### config.mk
export PLATFORM = sky130hd
export DESIGN_NAME = sample_in_bridge
export DESIGN_NICKNAME = d
export VERILOG_FILES = /design/src/rtl/sample_in_bridge.sv
export SDC_FILE = /design/constraint.sdc
export NUM_CORES = 1
export LEC_CHECK = 0
export CORE_AREA = 2 2 111 113
export DETAILED_ROUTE_END_ITERATION = 8
export DIE_AREA = 0 0 113 115
export HOLD_SLACK_MARGIN = 0.06
export PLACE_DENSITY = 0.74
export SLEW_MARGIN = 40
export SYNTH_ARGS = -nofsm -noshare
export SYNTH_HDL_FRONTEND = slang
export SYNTH_SLANG_ARGS = --single-unit
### constraint.sdc
create_clock -name clk -period 2.85 [get_ports clk]
set_clock_uncertainty 0.05 [all_clocks]
set_input_delay 0.285 -clock clk [delete_from_list [all_inputs] [get_ports clk]]
set_output_delay 0.285 -clock clk [all_outputs]
set_load 0.01 [all_outputs]
### src/rtl/sample_in_bridge.sv
// sample_in_bridge
//   Receives left-slot I2S words into a small FIFO and dispatches them one at
//   a time to a downstream pipeline sequencer, capturing each processed result.
//
// Parameters
//   data_width  sample width in bits (>= 2)
//   fifo_depth  input FIFO entries (power of 2, >= 2)
//
// Ports
//   clk, reset                  system clock, asynchronous active-low reset
//   enable                      gates new dispatches (a running transaction completes)
//   i2s_bclk/lrclk/data         asynchronous I2S receive lines
//   pipe_ready, pipe_out_sample handshake and result from the pipeline
//   pipe_in_sample/valid        sample and one-cycle dispatch strobe to the pipeline
//   out_sample/valid            last processed sample and its one-cycle strobe
//   overrun, protocol_error     sticky error flags, cleared only by reset
//   sample_count, drop_count    statistics (16-bit)
//
// Build option
//   SAMPLE_IN_BRIDGE_STATS_EN   when defined, sample_count wraps on each out_valid and
//                               drop_count saturates on each dropped word; otherwise
//                               both are tied to 0.

module sample_in_bridge #(
  parameter int data_width = 16,
  parameter int fifo_depth = 4
) (
  input  logic                  clk,
  input  logic                  reset,
  input  logic                  enable,
  input  logic                  i2s_bclk,
  input  logic                  i2s_lrclk,
  input  logic                  i2s_data,
  input  logic                  pipe_ready,
  input  logic [data_width-1:0] pipe_out_sample,
  output logic [data_width-1:0] pipe_in_sample,
  output logic                  pipe_in_valid,
  output logic [data_width-1:0] out_sample,
  output logic                  out_valid,
  output logic                  overrun,
  output logic                  protocol_error,
  output logic [15:0]           sample_count,
  output logic [15:0]           drop_count
);

  localparam int AW = $clog2(fifo_depth);
  localparam int BW = $clog2(data_width + 1);

  typedef enum logic [1:0] {
    IDLE      = 2'd0,
    WAIT_BUSY = 2'd1,
    WAIT_DONE = 2'd2
  } state_t;

  // ---------------------------------------------------------------------------
  // Input synchronizers and bclk edge detect
  // ---------------------------------------------------------------------------
  logic r_bclk_s1, r_bclk_s2, r_bclk_d;
  logic r_lr_s1, r_lr_s2;
  logic r_data_s1, r_data_s2;
  logic w_bclk_rise;

  always_ff @(posedge clk or negedge reset) begin
    if (!reset) begin
      r_bclk_s1 <= 1'b0;
      r_bclk_s2 <= 1'b0;
      r_bclk_d  <= 1'b0;
      r_lr_s1   <= 1'b0;
      r_lr_s2   <= 1'b0;
      r_data_s1 <= 1'b0;
      r_data_s2 <= 1'b0;
    end else begin
      r_bclk_s1 <= i2s_bclk;
      r_bclk_s2 <= r_bclk_s1;
      r_bclk_d  <= r_bclk_s2;
      r_lr_s1   <= i2s_lrclk;
      r_lr_s2   <= r_lr_s1;
      r_data_s1 <= i2s_data;
      r_data_s2 <= r_data_s1;
    end
  end

  assign w_bclk_rise = r_bclk_s2 & ~r_bclk_d;

  // ---------------------------------------------------------------------------
  // Left-slot deserializer
  // ---------------------------------------------------------------------------
  logic                  r_lr_last;
  logic [BW-1:0]         r_bit_cnt;
  logic [data_width-1:0] r_shift;
  logic                  r_push;

  always_ff @(posedge clk or negedge reset) begin
    if (!reset) begin
      r_lr_last <= 1'b0;
      r_bit_cnt <= '0;
      r_shift   <= '0;
      r_push    <= 1'b0;
    end else begin
      r_push <= 1'b0;
      if (w_bclk_rise) begin
        r_lr_last <= r_lr_s2;
        // The edge that sees lrclk change carries the previous slot's last
        // bit (I2S one-bit delay), so it only restarts the count.
        if (r_lr_s2 != r_lr_last) begin
          r_bit_cnt <= '0;
        end else if (!r_lr_s2 && (r_bit_cnt < BW'(data_width))) begin
          r_shift   <= {r_shift[data_width-2:0], r_data_s2};
          r_bit_cnt <= r_bit_cnt + 1'b1;
          if (r_bit_cnt == BW'(data_width - 1)) begin
            r_push <= 1'b1;
          end
        end
      end
    end
  end

  // ---------------------------------------------------------------------------
  // Input FIFO
  // ---------------------------------------------------------------------------
  logic [data_width-1:0] r_mem [fifo_depth];
  logic [AW-1:0]         r_wr_ptr, r_rd_ptr;
  logic [AW:0]           r_count;
  state_t                r_state;
  logic                  w_empty, w_full, w_pop, w_push_ok, w_drop, w_capture;

  assign w_empty   = (r_count == '0);
  assign w_full    = (r_count == (AW+1)'(fifo_depth));
  assign w_pop     = (r_state == IDLE) & ~w_empty & enable & pipe_ready;
  // A full FIFO that is popped in the same cycle still has room for the push.
  assign w_push_ok = r_push & (~w_full | w_pop);
  assign w_drop    = r_push & w_full & ~w_pop;
  assign w_capture = (r_state == WAIT_DONE) & pipe_ready;

  always_ff @(posedge clk) begin
    if (w_push_ok) begin
      r_mem[r_wr_ptr] <= r_shift;
    end
  end

  always_ff @(posedge clk or negedge reset) begin
    if (!reset) begin
      r_wr_ptr <= '0;
      r_rd_ptr <= '0;
      r_count  <= '0;
    end else begin
      if (w_push_ok) r_wr_ptr <= r_wr_ptr + 1'b1;
      if (w_pop)     r_rd_ptr <= r_rd_ptr + 1'b1;
      case ({w_push_ok, w_pop})
        2'b10:   r_count <= r_count + 1'b1;
        2'b01:   r_count <= r_count - 1'b1;
        default: r_count <= r_count;
      endcase
    end
  end

  // ---------------------------------------------------------------------------
  // Dispatch / capture FSM
  // ---------------------------------------------------------------------------
  logic [1:0]            r_busy_cnt;
  logic [data_width-1:0] r_pipe_in_sample;
  logic                  r_pipe_in_valid;
  logic [data_width-1:0] r_out_sample;
  logic                  r_out_valid;
  logic                  r_overrun;
  logic                  r_protocol_error;

  always_ff @(posedge clk or negedge reset) begin
    if (!reset) begin
      r_state          <= IDLE;
      r_busy_cnt       <= '0;
      r_pipe_in_sample <= '0;
      r_pipe_in_valid  <= 1'b0;
      r_out_sample     <= '0;
      r_out_valid      <= 1'b0;
      r_overrun        <= 1'b0;
      r_protocol_error <= 1'b0;
    end else begin
      r_pipe_in_valid <= 1'b0;
      r_out_valid     <= 1'b0;
      if (w_drop) r_overrun <= 1'b1;
      case (r_state)
        IDLE: begin
          if (w_pop) begin
            r_pipe_in_sample <= r_mem[r_rd_ptr];
            r_pipe_in_valid  <= 1'b1;
            r_busy_cnt       <= '0;
            r_state          <= WAIT_BUSY;
          end
        end
        WAIT_BUSY: begin
          // The pipeline must acknowledge by dropping ready within 4 cycles.
          if (!pipe_ready) begin
            r_state <= WAIT_DONE;
          end else if (r_busy_cnt == 2'd3) begin
            r_protocol_error <= 1'b1;
            r_state          <= IDLE;
          end else begin
            r_busy_cnt <= r_busy_cnt + 1'b1;
          end
        end
        WAIT_DONE: begin
          if (w_capture) begin
            r_out_sample <= pipe_out_sample;
            r_out_valid  <= 1'b1;
            r_state      <= IDLE;
          end
        end
        default: r_state <= IDLE;
      endcase
    end
  end

  assign pipe_in_sample = r_pipe_in_sample;
  assign pipe_in_valid  = r_pipe_in_valid;
  assign out_sample     = r_out_sample;
  assign out_valid      = r_out_valid;
  assign overrun        = r_overrun;
  assign protocol_error = r_protocol_error;

  // ---------------------------------------------------------------------------
  // Statistics
  // ---------------------------------------------------------------------------
`ifdef SAMPLE_IN_BRIDGE_STATS_EN
  logic [15:0] r_sample_count;
  logic [15:0] r_drop_count;

  // Counted on the capture edge so sample_count already includes the sample
  // whose out_valid is being presented.
  always_ff @(posedge clk or negedge reset) begin
    if (!reset) begin
      r_sample_count <= '0;
      r_drop_count   <= '0;
    end else begin
      if (w_capture) r_sample_count <= r_sample_count + 1'b1;
      if (w_drop && (r_drop_count != '1)) r_drop_count <= r_drop_count + 1'b1;
    end
  end

  assign sample_count = r_sample_count;
  assign drop_count   = r_drop_count;
`else
  assign sample_count = '0;
  assign drop_count   = '0;
`endif

endmodule

==> flow_summary.ini <==
[run_status]
status = finished with violations
violations = DRC

[worst_setup_path]
setup.worst_path.start = r_state[1]$_DFFE_PN0P_
critPathTopFamily = simple AND/OR/NAND/NOR gates
worstSetupPathDepth = 7
crit_type = reg -> reg
rr_startpoint = r_state[1]$_DFFE_PN0P_
critPathMaxFanout = 8
path_cells = nand4bb_4, a21oi_4, nand2_1, fa_1, nand2b_1, or3_1, o311ai_0
crit_slowest_cell = dfrtp_1
startpoint_type = flop
crit_path_end_kind = flop
rr_worst_depth = 7
path_buf_inv = 0
cp.required_ps = 3080
arrival_ps = 2430
max_stage_delay_ps = 460

[timing]
hold_slack_ps = 268.4
finalMaxSlewViolations = 0
final_hold_viol_count = 0
setup_viol_count_final = 0
min_period_ps = 2202
slew_headroom = 0.4674
finalCritPeriodShare = 0.7727
finalSetupTns_ps = 0
worstMarginPinSlew_ps = 798.9
fin_ws_ps = 647.7
rsz0062_at_grt = no
clock.fmax_mhz = 454.1

[layout]
layout_commonest_cell = dfrtp_1
drive_gt1_frac = 0.2159
multi_input_area_um2 = 1653
seq_area_um2 = 3849
final_cells = 601
layout_common_cells = dfrtp_1 (77), edfxtp_1 (64), clkdlybuf4s50_1 (57)
area_growth_pct = 20.33
nets = 472
fill_cells = 898
final_area_um2 = 6932
fin_util = 0.5869
antennaDiodeCount = 0

[clocking]
htree_num_levels = 4
cts.sinks = 141
cts_tree = built
clockRootBuffer = clkbuf_16
cts.path.max_buffers = 2
insertion_delay_ps = 400
cts_setup_buffers = 0
cts_buffers = 17
path_clk_slew_ps = 60

[drt]
drc = 5
antenna_left = 0
dr.first_iter.drc_count = 134
firstDrtPassIters = 6
viasPerCell = 5.023
wl_per_cell_um = 15.86
vias = 3019
wirelength_mm = 9.530

[grt]
grt_max_degree = 78
track_usage = 0.1531
grt_pass1_wl_mm = 15.34
overflow = 0
antenna_found_initial = 0
grt_pass1_vias = 3005

[die]
start_util = 0.4877
core_um2 = 11810
dieArea_um2 = 13000
rows = 40
io_pins = 91
die_y_um = 115
die_w_um = 113

[synth]
synthMuxAreaShare = 0.1310
synth_compound_area_frac = 0.03519
synth.avg_cell_area_um2 = 15.65
synthesis.area_um2 = 5761
synth_edf_count = 64
synthArstFlopShare = 0.5461
synth_xor_xnor_area_share = 0.01064
synth_fa_ha_area_frac = 0.01868
ys_seq_area_frac = 0.6681
syn_inst = 368
synth_top_family_by_area = multiplexers
synth-seq-cells = 141
ys.flop_type = dfrtp_1
synthSimpleGateAreaFrac = 0.07059
synth_warnings = 0
synth_cell_types = 50

[pwr]
total_power_mw = 6.347
p_leak_nw = 2.834
ir_worst_vdd_v = 0.0004283
power_density_nw_per_um2 = 915.7

[placement]
post-dp-hpwl_mm = 5.980
placed_cells = 568
place_congestion = 0.7615
dpl_cell_area_um2 = 6369
portBuffers = 58
post-place-ws_ps = 322.5

[job]
drv.max_cap_violation_count = 0

[min_path]
hold_path.class = in -> reg
min_from = i2s_data
hold_depth = 1
## synth_stat cells (all sizes together) (2+ instances only)
cell	count	area, um2
dfrtp	77	1927
edfxtp	64	1922
nand2	54	202.7
buf	42	326.6
mux2	34	386.6
mux4	16	367.9
inv	10	37.54
ha	7	87.58
nor2	6	22.52
o21ai	6	30.02
and2	5	32.53
a22o	4	37.54
nand2b	4	25.02
xnor2	4	35.03
a31oi	3	25.02
xor2	3	26.28
a41o	2	20.02
clkbuf	2	7.510
nor3b	2	15.01
o22ai	2	12.51
## timing repair
action | in CTS | in global routing
hold buffers | 1 | 0
gates resized for setup | 0 | 0
hold endpoints to repair | 77 | 0
## registers in the layout (all words and copies together) (netlist names), 2 cells and up
register	cells
out_sample	16
pipe_in_sample	16
r_bit_cnt	5
r_busy_cnt	2
r_count	3
r_mem	64
r_rd_ptr	2
r_shift	16
r_state	2
r_wr_ptr	2
## cell families after synthesis
kind of cell,Yosys count
compound gates,25
xor+xnor,7
fa+ha+maj,8
buf+inv,55
flops,141
mux,50
other cells,1
simple gates,81
## power breakdown
group	total (mW)	internal, mW	switching [mW]
Combinational	1.54	0.913	0.630
Sequential	2.80	2.50	0.302
Clock	2.00	1.19	0.810
Total	6.35	4.61	1.74
## routing by layer
| layer | part of all wire | global-route usage | up-vias |
|---|---|---|---|
| met1 | 0.43 | 0.1969 | 1548 |
| li1 | - | - | 1406 |
| met5 | 0 | 0 | - |
| met4 | 0.0089 | 0.05203 | 0 |
| met3 | 0.025 | 0.04112 | 6 |
| met2 | 0.54 | 0.2555 | 59 |
## path summary, 6_finish.rpt
kind,slack (ps),endpoint
min in group asynchronous,430,r_data_s1$_DFF_PN0_
worst min-delay path,270,r_data_s1$_DFF_PN0_
worst max register to register,650,r_count[2]$_DFFE_PN0P_
worst max-delay path,650,r_count[2]$_DFFE_PN0P_
worst min register to register,300,r_bclk_s2$_DFF_PN0_
max in group asynchronous,1820,pipe_in_sample[15]$_DFFE_PN0P_
## cell type report
cell class / count / share of cell area
Tap cell: 147 / 0.02653
Timing Repair Buffer: 67 / 0.09404
Clock buffer: 20 / 0.06751
Sequential cell: 141 / 0.5552
Multi-Input combinational cell: 203 / 0.2384
Inverter: 11 / 0.005957
Clock inverter: 12 / 0.01227
No activity file was read; power rests on OpenSTA's default activity.
